==> config.mk <==
export PLATFORM = sky130hd
export DESIGN_NAME = sseg_scan_mux
export DESIGN_NICKNAME = d
export VERILOG_FILES = /design/src/rtl/sseg_scan_mux.sv
export SDC_FILE = /design/constraint.sdc
export NUM_CORES = 1
export LEC_CHECK = 0
export BUFFER_PORTS_ARGS = -buffer_cell sky130_fd_sc_hd__buf_2
export CORE_MARGIN = 5
export CORE_UTILIZATION = 50
export DETAILED_ROUTE_END_ITERATION = 10
export PLACE_DENSITY = 0.72
export SETUP_SLACK_MARGIN = 0.1
export SLEW_MARGIN = 25
export SYNTH_ARGS = -nofsm -noshare
export SYNTH_HDL_FRONTEND = slang
export SYNTH_SLANG_ARGS = --single-unit
==> constraint.sdc <==
create_clock -name clk -period 2.3 [get_ports clk]
set_clock_uncertainty 0.1 [all_clocks]
set_input_delay 0.345 -clock clk [delete_from_list [all_inputs] [get_ports clk]]
set_output_delay 0.345 -clock clk [all_outputs]
set_load 0.05 [all_outputs]
==> src/rtl/sseg_scan_mux.sv <==
// rtl/sseg_scan_mux.sv - time-multiplexed seven-segment driver with tear-free loading
// Pending inputs are promoted to the active set only at the frame boundary.
module sseg_scan_mux #(
  parameter int NUM_DIGITS = 3,
  parameter int DWELL_BITS = 16,
  parameter int BLINK_BITS = 8
) (
  input  logic                    clk,
  input  logic                    reset_n,
  input  logic                    load,
  input  logic [5*NUM_DIGITS-1:0] hex_in,
  input  logic [NUM_DIGITS-1:0]   dp_in,
  input  logic [NUM_DIGITS-1:0]   en_in,
  input  logic [NUM_DIGITS-1:0]   blink_in,
  input  logic                    lz_suppress,
  input  logic [3:0]              brightness,
  output logic [NUM_DIGITS-1:0]   an,
  output logic [7:0]              sseg,
  output logic                    frame_start
);
  localparam int IDX_W = $clog2(NUM_DIGITS);
  localparam logic [IDX_W-1:0] LAST_IDX = IDX_W'(NUM_DIGITS - 1);

  logic [DWELL_BITS-1:0]   dwell_q, dwell_d;
  logic [IDX_W-1:0]        idx_q, idx_d;
  logic [BLINK_BITS-1:0]   blink_cnt_q, blink_cnt_d;
  logic                    blink_phase_q, blink_phase_d;
  logic [5*NUM_DIGITS-1:0] act_hex_q, act_hex_d, pend_hex_q, pend_hex_d;
  logic [NUM_DIGITS-1:0]   act_dp_q, act_dp_d, pend_dp_q, pend_dp_d;
  logic [NUM_DIGITS-1:0]   act_en_q, act_en_d, pend_en_q, pend_en_d;
  logic [NUM_DIGITS-1:0]   act_blink_q, act_blink_d, pend_blink_q, pend_blink_d;
  logic                    pend_flag_q, pend_flag_d;
  logic [NUM_DIGITS-1:0]   an_q, an_d;
  logic [7:0]              sseg_q, sseg_d;
  logic                    fs_q, fs_d;

  logic                    dwell_wrap, frame_end;
  logic [NUM_DIGITS-1:0]   lz_zero;
  logic [4:0]              cur_code;
  logic                    suppressed, lit;

  function automatic logic [6:0] glyph(input logic [4:0] code);
    case (code)
      5'h00:   return 7'b0000001;
      5'h01:   return 7'b1001111;
      5'h02:   return 7'b0010010;
      5'h03:   return 7'b0000110;
      5'h04:   return 7'b1001100;
      5'h05:   return 7'b0100100;
      5'h06:   return 7'b0100000;
      5'h07:   return 7'b0001111;
      5'h08:   return 7'b0000000;
      5'h09:   return 7'b0000100;
      5'h0A:   return 7'b0001000;
      5'h0B:   return 7'b1100000;
      5'h0C:   return 7'b0110001;
      5'h0D:   return 7'b1000010;
      5'h0E:   return 7'b0110000;
      5'h0F:   return 7'b0111000;
      5'h10:   return 7'b1000001;
      5'h12:   return 7'b1111111;
      default: return 7'b1111110;
    endcase
  endfunction

  assign dwell_wrap = &dwell_q;
  assign frame_end  = dwell_wrap && (idx_q == LAST_IDX);

  always_comb begin
    dwell_d       = dwell_q + 1'b1;
    idx_d         = idx_q;
    blink_cnt_d   = blink_cnt_q;
    blink_phase_d = blink_phase_q;
    if (dwell_wrap) idx_d = (idx_q == LAST_IDX) ? '0 : idx_q + 1'b1;
    if (frame_end) begin
      blink_cnt_d = blink_cnt_q + 1'b1;
      if (&blink_cnt_q) blink_phase_d = ~blink_phase_q;
    end
  end

  // A load landing on the boundary edge bypasses pending and goes straight to active.
  always_comb begin
    act_hex_d    = act_hex_q;
    act_dp_d     = act_dp_q;
    act_en_d     = act_en_q;
    act_blink_d  = act_blink_q;
    pend_hex_d   = pend_hex_q;
    pend_dp_d    = pend_dp_q;
    pend_en_d    = pend_en_q;
    pend_blink_d = pend_blink_q;
    pend_flag_d  = pend_flag_q;
    if (load) begin
      pend_hex_d   = hex_in;
      pend_dp_d    = dp_in;
      pend_en_d    = en_in;
      pend_blink_d = blink_in;
      pend_flag_d  = 1'b1;
    end
    if (frame_end) begin
      pend_flag_d = 1'b0;
      if (load) begin
        act_hex_d   = hex_in;
        act_dp_d    = dp_in;
        act_en_d    = en_in;
        act_blink_d = blink_in;
      end else if (pend_flag_q) begin
        act_hex_d   = pend_hex_q;
        act_dp_d    = pend_dp_q;
        act_en_d    = pend_en_q;
        act_blink_d = pend_blink_q;
      end
    end
  end

  // lz_zero[k] is set when digit k and every digit above it hold code 0.
  always_comb begin
    logic all_zero;
    all_zero = 1'b1;
    lz_zero  = '0;
    for (int k = NUM_DIGITS - 1; k >= 0; k--) begin
      all_zero   = all_zero && (act_hex_q[5*k +: 5] == 5'd0);
      lz_zero[k] = all_zero;
    end
  end

  assign cur_code   = act_hex_q[5*int'(idx_q) +: 5];
  assign suppressed = lz_suppress && (idx_q != '0) && lz_zero[idx_q];
  assign lit        = act_en_q[idx_q] && !(act_blink_q[idx_q] && blink_phase_q) && !suppressed
                      && (dwell_q[DWELL_BITS-1 -: 4] <= brightness);

  always_comb begin
    an_d   = lit ? ~(NUM_DIGITS'(1) << idx_q) : '1;
    sseg_d = lit ? {~act_dp_q[idx_q], glyph(cur_code)} : 8'hFF;
    fs_d   = (idx_q == '0) && (dwell_q == '0);
  end

  always_ff @(posedge clk or negedge reset_n) begin
    if (!reset_n) begin
      dwell_q       <= '0;
      idx_q         <= '0;
      blink_cnt_q   <= '0;
      blink_phase_q <= 1'b0;
      act_hex_q     <= '0;
      act_dp_q      <= '0;
      act_en_q      <= '0;
      act_blink_q   <= '0;
      pend_hex_q    <= '0;
      pend_dp_q     <= '0;
      pend_en_q     <= '0;
      pend_blink_q  <= '0;
      pend_flag_q   <= 1'b0;
      an_q          <= '1;
      sseg_q        <= 8'hFF;
      fs_q          <= 1'b0;
    end else begin
      dwell_q       <= dwell_d;
      idx_q         <= idx_d;
      blink_cnt_q   <= blink_cnt_d;
      blink_phase_q <= blink_phase_d;
      act_hex_q     <= act_hex_d;
      act_dp_q      <= act_dp_d;
      act_en_q      <= act_en_d;
      act_blink_q   <= act_blink_d;
      pend_hex_q    <= pend_hex_d;
      pend_dp_q     <= pend_dp_d;
      pend_en_q     <= pend_en_d;
      pend_blink_q  <= pend_blink_d;
      pend_flag_q   <= pend_flag_d;
      an_q          <= an_d;
      sseg_q        <= sseg_d;
      fs_q          <= fs_d;
    end
  end

  assign an          = an_q;
  assign sseg        = sseg_q;
  assign frame_start = fs_q;
endmodule

# ---- Word-level counts from Yosys, hierarchy flattened
# Memory sizes are Yosys's and may differ from the RTL's.
# Index checks and enable logic that the tools add are counted.
# Widths: inputs -> output; s select.
dict set report op_classes {
  addsub 3
  multipliers 1
  n_lt_le_gt_ge 2
  n_eq_ne 1
  shifts 2
  n_mux 21
  n_bitwise 3
  n_reduce_logical 23
}
# op n
set ops {}
lappend ops {{$mux 15} 2}
lappend ops {{$mux 3} 7}
lappend ops {{$add 16x1->16 const B} 1}
lappend ops {{$logic_not 16->1} 1}
lappend ops {{$reduce_and 16->1} 1}
lappend ops {{$logic_not 5->1} 3}
lappend ops {{$shiftx 15x6->5} 1}
lappend ops {{$logic_and 1x1->1} 10}
lappend ops {{$reduce_and 9->1} 1}
lappend ops {{$add 8x1->8 const B} 1}
lappend ops {{$bmux 1 s2} 4}
lappend ops {{$mux 8} 1}
lappend ops {{$mux 1} 6}
lappend ops {{$reduce_bool 2->1} 3}
lappend ops {{$mul 3x2->5 const A} 1}
lappend ops {{$le 4x4->1} 1}
lappend ops {{$lt 2x3->1 const B} 1}
lappend ops {{$not 3->3} 1}
lappend ops {{$shl 1x2->3 const A} 1}
lappend ops {{$add 2x1->2 const B} 1}
lappend ops {{$eq 2x2->1 const B} 1}
lappend ops {{$logic_not 1->1} 2}
lappend ops {{$logic_not 2->1} 1}
lappend ops {{$mux 2} 1}
lappend ops {{2 further kinds} 3}
dict set report totals {
  regBits 88
  rom_bits 224
  inputBits 32
  out_inout_bits 12
  word_cells 73
  mem_count 1
}
# name words word_bits read_ports rd_clocked_by_memory_dff write_ports line
set memory_table {}
lappend memory_table {{(name not given)} 32 7 1 0 0 43} ;# case (code)

# ---- Longest topological paths before layout
dict set report depth {
  ltp_word 10
  mapped_depth 10
  depth_no_buf 8
}

# ---- Worst setup path after synthesis
# Ideal clock, no wire load.
dict set report synth_timing {
  path_type {register to register}
  start {reg idx_q[1]}
  end {reg sseg_q[3] (netlist: sseg[3])}
  setup_time_ns 0.085
  arrival_ns 2.235
  required_ns 2.115
  setup_slack_ns -0.120
  path_stages_with_launch 10
  n_path_buf 1
  period_less_slack_ns 2.420
  path_cell_list {dfrtp_1 buf_4 mux2i_1 a2bb2oi_1 inv_1 ha_1 mux2_2 a21oi_1 and4_1 o31ai_1}
}
dict set report synth_between {
  elab_chain_cells 8
  word_cells_on_any_way 19
  classes_between {mul: 1; shift: 1; mux: 7; reduce/logical: 9; memory: 1}
}
# item line
set synth_lines {}
lappend synth_lines {{from (decl)} 25} ;# logic [IDX_W-1:0] idx_q, idx_d;
lappend synth_lines {{from (signal assigned)} 157} ;# idx_q <= idx_d;
lappend synth_lines {{parallel branches: the longest is 7 deep, another holds $mem_v2 32x7} --}
lappend synth_lines {{$mux 8 *} 133} ;# sseg_d = lit ? {~act_dp_q[idx_q], glyph(cur_code)} : 8'hFF;
lappend synth_lines {{net sseg_d[3]} 34} ;# logic [7:0] sseg_q, sseg_d;
lappend synth_lines {{to (signal assigned)} 170} ;# sseg_q <= sseg_d;
lappend synth_lines {{to (decl)} 34}
# Mark *: on every way through the listed nets, which the timed path passes. The select of a mux whose other input is x is not followed.
# A chain may end at the register's enable or synchronous reset.

# ---- Final worst setup path
dict set report layout_timing {
  start {reg idx_q[1]}
  end {reg sseg_q[0] (netlist: sseg[0])}
}
# Same word-level chain as after synthesis.

==> flow_metrics.tcl <==
set metrics [dict create \
    ys.flop_type "dfrtp_1" \
    critical_path_arrival_ns 2.28 \
    first_pass_iters 4 \
    viasPerCell 5.332 \
    syn_nets 364 \
    seq_area_frac_synth_pct 53.83 \
    cts_max_level 3 \
    clock_sinks 88 \
    route.detailed.drc 0 \
    worst_path_most_repeated_cell "buf_4" \
    synth_compound_area_share_pct 5.502 \
    synth_edf_count 0 \
    cp_slowest_cell "dfrtp_2" \
    ys_warn_count 0 \
    async_flop_share_pct 100.0 \
    clockBufferDepth 2 \
    grt_usage_pct 16.05 \
    antenna_cells 0 \
    avgRoutedWirePerCell_um 16.16 \
    drive_gt1_share_pct 39.64 \
    hold_viol_final 0 \
    die_y_um 100.7 \
    fmax_ghz 0.4694 \
    cp.required_ns 2.45 \
    report.final.slew_viol_count 0 \
    layout_commonest_cell "dfrtp_1" \
    cp.depth 8 \
    worst_pin_slew_ns 0.6094 \
    finalSetupTns_ns 0 \
    cp-start-kind "register" \
    port_buffers 43 \
    fin_hold_ws_ns 0.1298 \
    place_congestion 0.8440 \
    antenna_found_initial 0 \
    reg2regPathDepth 8 \
    yosys.area_share.simple_pct 10.27 \
    end_kind "register" \
    hold_path.class "input pin to register" \
    hold_depth 2 \
    num_vias 2618 \
    drt_iter0_drc 108 \
    fp.dieW_um 100.7 \
    grt_max_degree 49 \
    status "finished clean" \
    timing.rr.start "idx_q[1]" \
    num_rows 33 \
    finalCritPeriodShare_pct 92.62 \
    clk_latency_ns 0.36 \
    grt_first_pass_wirelength_um 12680 \
    crit_start "idx_q[1]" \
    synth_top_family_by_area "multiplexers" \
    endpoint "sseg[0]" \
    synth_seq_cells 88 \
    dieArea_sq_um 10150 \
    synth-xor-area-share_pct 4.894 \
    cap_violations 0 \
    final_nets 426 \
    fillers 641 \
    cellLeakagePower_uw 0.002290 \
    coreArea_sq_um 8134 \
    ios 44 \
    cp_slowest_stage_delay_ns 0.48 \
    wirelength_um 7937 \
    cp_max_fo 11 \
    area_growth_syn_to_layout_pct 17.66 \
    cts_root_buf "clkbuf_8" \
    synth_mux_area_share_pct 18.78 \
    syn_inst 319 \
    grt_pass1_vias 2658 \
    relSlewSlack_pct 59.37 \
    reg2reg_to "sseg[0]" \
    cts_tree "built" \
    reg2reg_slack_ns 0.17 \
    crit_buf_inv 3 \
    ys_types 42 \
    grt_setup_unrepaired "no" \
    setup_viol 0 \
    cts.clk_slew.worst_paths_ns 0.10 \
    mostFrequentLayoutCells "76 x dfrtp_1, 42 x buf_2, 34 x mux2_2" \
    path_class "register to register" \
    start_util_pct 50.61 \
    cts_buffers 9 \
    min_period_ns 2.130 \
    syn_avg_cell_area_sq_um 12.90 \
    synthAdderAreaFrac_pct 3.951 \
    hpwl_um 5670 \
    antenna_left 0 \
    worstPathCellList "buf_4 > nor2b_1 > buf_4 > a31oi_1 > nor4_1 > nor4_1 > buf_4 > o311ai_0" \
    p_per_area_nw_per_um2 593.1 \
    peakVddDrop_uv 306.7 \
    critPathTopFamily "buffers and inverters" \
    gr-total-overflow 0 \
    netlist_area_sq_um 4116 \
]
-- synthesized netlist by cell type (all sizes together) (3+ instances only) --
master   count  area (sq um)
a21oi        9         45.04
a2bb2oi      4         35.03
and3         9         56.30
and4         4         35.03
buf         11         76.32
dfrtp       77          1927
dfstp       11         289.0
ha          13         162.7
inv          8         30.03
mux2        54         683.2
mux2i        9         90.09
nand2       16         60.06
nand3        8         40.04
nand4        7         43.79
nor2        13         48.80
nor2b        5         31.28
nor4         5         31.28
o21ai        8         51.30
o2bb2ai      3         26.28
xnor2       16         140.1
xor2         7         61.31
-- per-stage QoR --
step	cells	power (uW)	instance area, sq um	util (%)	setup slack (ns)
CTS	486	2904	4760	58.51	0.1186
floorplan	319	1693	4138	-	0.1007
global placement	469	1770	4537	55.78	0.1871
detailed placement	469	1778	4537	55.78	0.1358
global route	491	2996	4843	59.54	0.09895
finish	491	2873	4843	59.54	0.1698
-- per-layer routing --
metal / GRT usage, % / part of all wire, % / wire (um) / vias to the layer above
met2: 27.04 / 51 / 4022 / 45
met5: 0 / 0 / 0 / -
met3: 4.291 / 3.5 / 277 / 10
met4: 4.352 / 1.4 / 115 / 0
met1: 20.46 / 44 / 3522 / 1299
li1: - / - / - / 1264
-- registers in the layout, summed over array words and instances (netlist names), 2 cells and up --
name,cells
pend_blink_q,3
act_dp_q,3
sseg,8
dwell_q,16
pend_dp_q,3
an,3
blink_cnt_q,8
pend_en_q,3
idx_q,2
act_en_q,3
act_hex_q,15
act_blink_q,3
pend_hex_q,15
-- worst min-delay path by stage --
stage	from	to	slack, ns
2_1_floorplan	reset_n	act_blink_q[0]	-0.05
3_3_place_gp	reset_n	act_hex_q[2]	0.26
3_5_place_dp	reset_n	pend_hex_q[2]	0.27
4_1_cts	dp_in[0]	pend_dp_q[0]	0.12
5_1_grt	dp_in[0]	pend_dp_q[0]	0.12
6_report	dp_in[0]	pend_dp_q[0]	0.13
-- cell type report --
type	instances	area [sq um]	area share, %
flip-flops and latches	88	2217	45.78
clock buffers	10	137.6	2.842
multi-input cells	210	1832	37.82
well taps	105	131.4	2.712
repair buffers	64	420.4	8.680
inverters	8	30.03	0.6200
clock inverters	6	75.07	1.550
-- where the power goes --
part           internal, uW  leakage, uW  switching (uW)
Sequential             1590      0.00112            10.3
Clock                   549     0.000105             581
Combinational          69.2      0.00107            75.2
Total                  2210      0.00229             666
-- worst register-to-register path, delay by kind of cell, from the launching register on --
family | cells | cell delay [ns]
AOI/OAI and AO/OA | 2 | 0.37
buffers and inverters | 3 | 0.55
DFF | 1 | 0.48
and+or+nand+nor | 3 | 0.54
-- timing repair --
action,in CTS,in global routing
hold buffers,1,0
endpoints found under the hold margin,31,0
gates resized for setup,0,5
setup endpoints to repair,0,23
buffers inserted,0,4
-- logic make-up (layout without fill, tap and decap cells) --
family | count (synthesis) | in the layout
DFF | 88 | 88
muxes | 63 | 63
buffers and inverters | 21 | 88
AOI/OAI and AO/OA | 33 | 33
adders and majority gates | 13 | 13
and+or+nand+nor | 78 | 78
xor gates and xnor gates | 23 | 23
No activity file was read; power rests on OpenSTA's default activity.
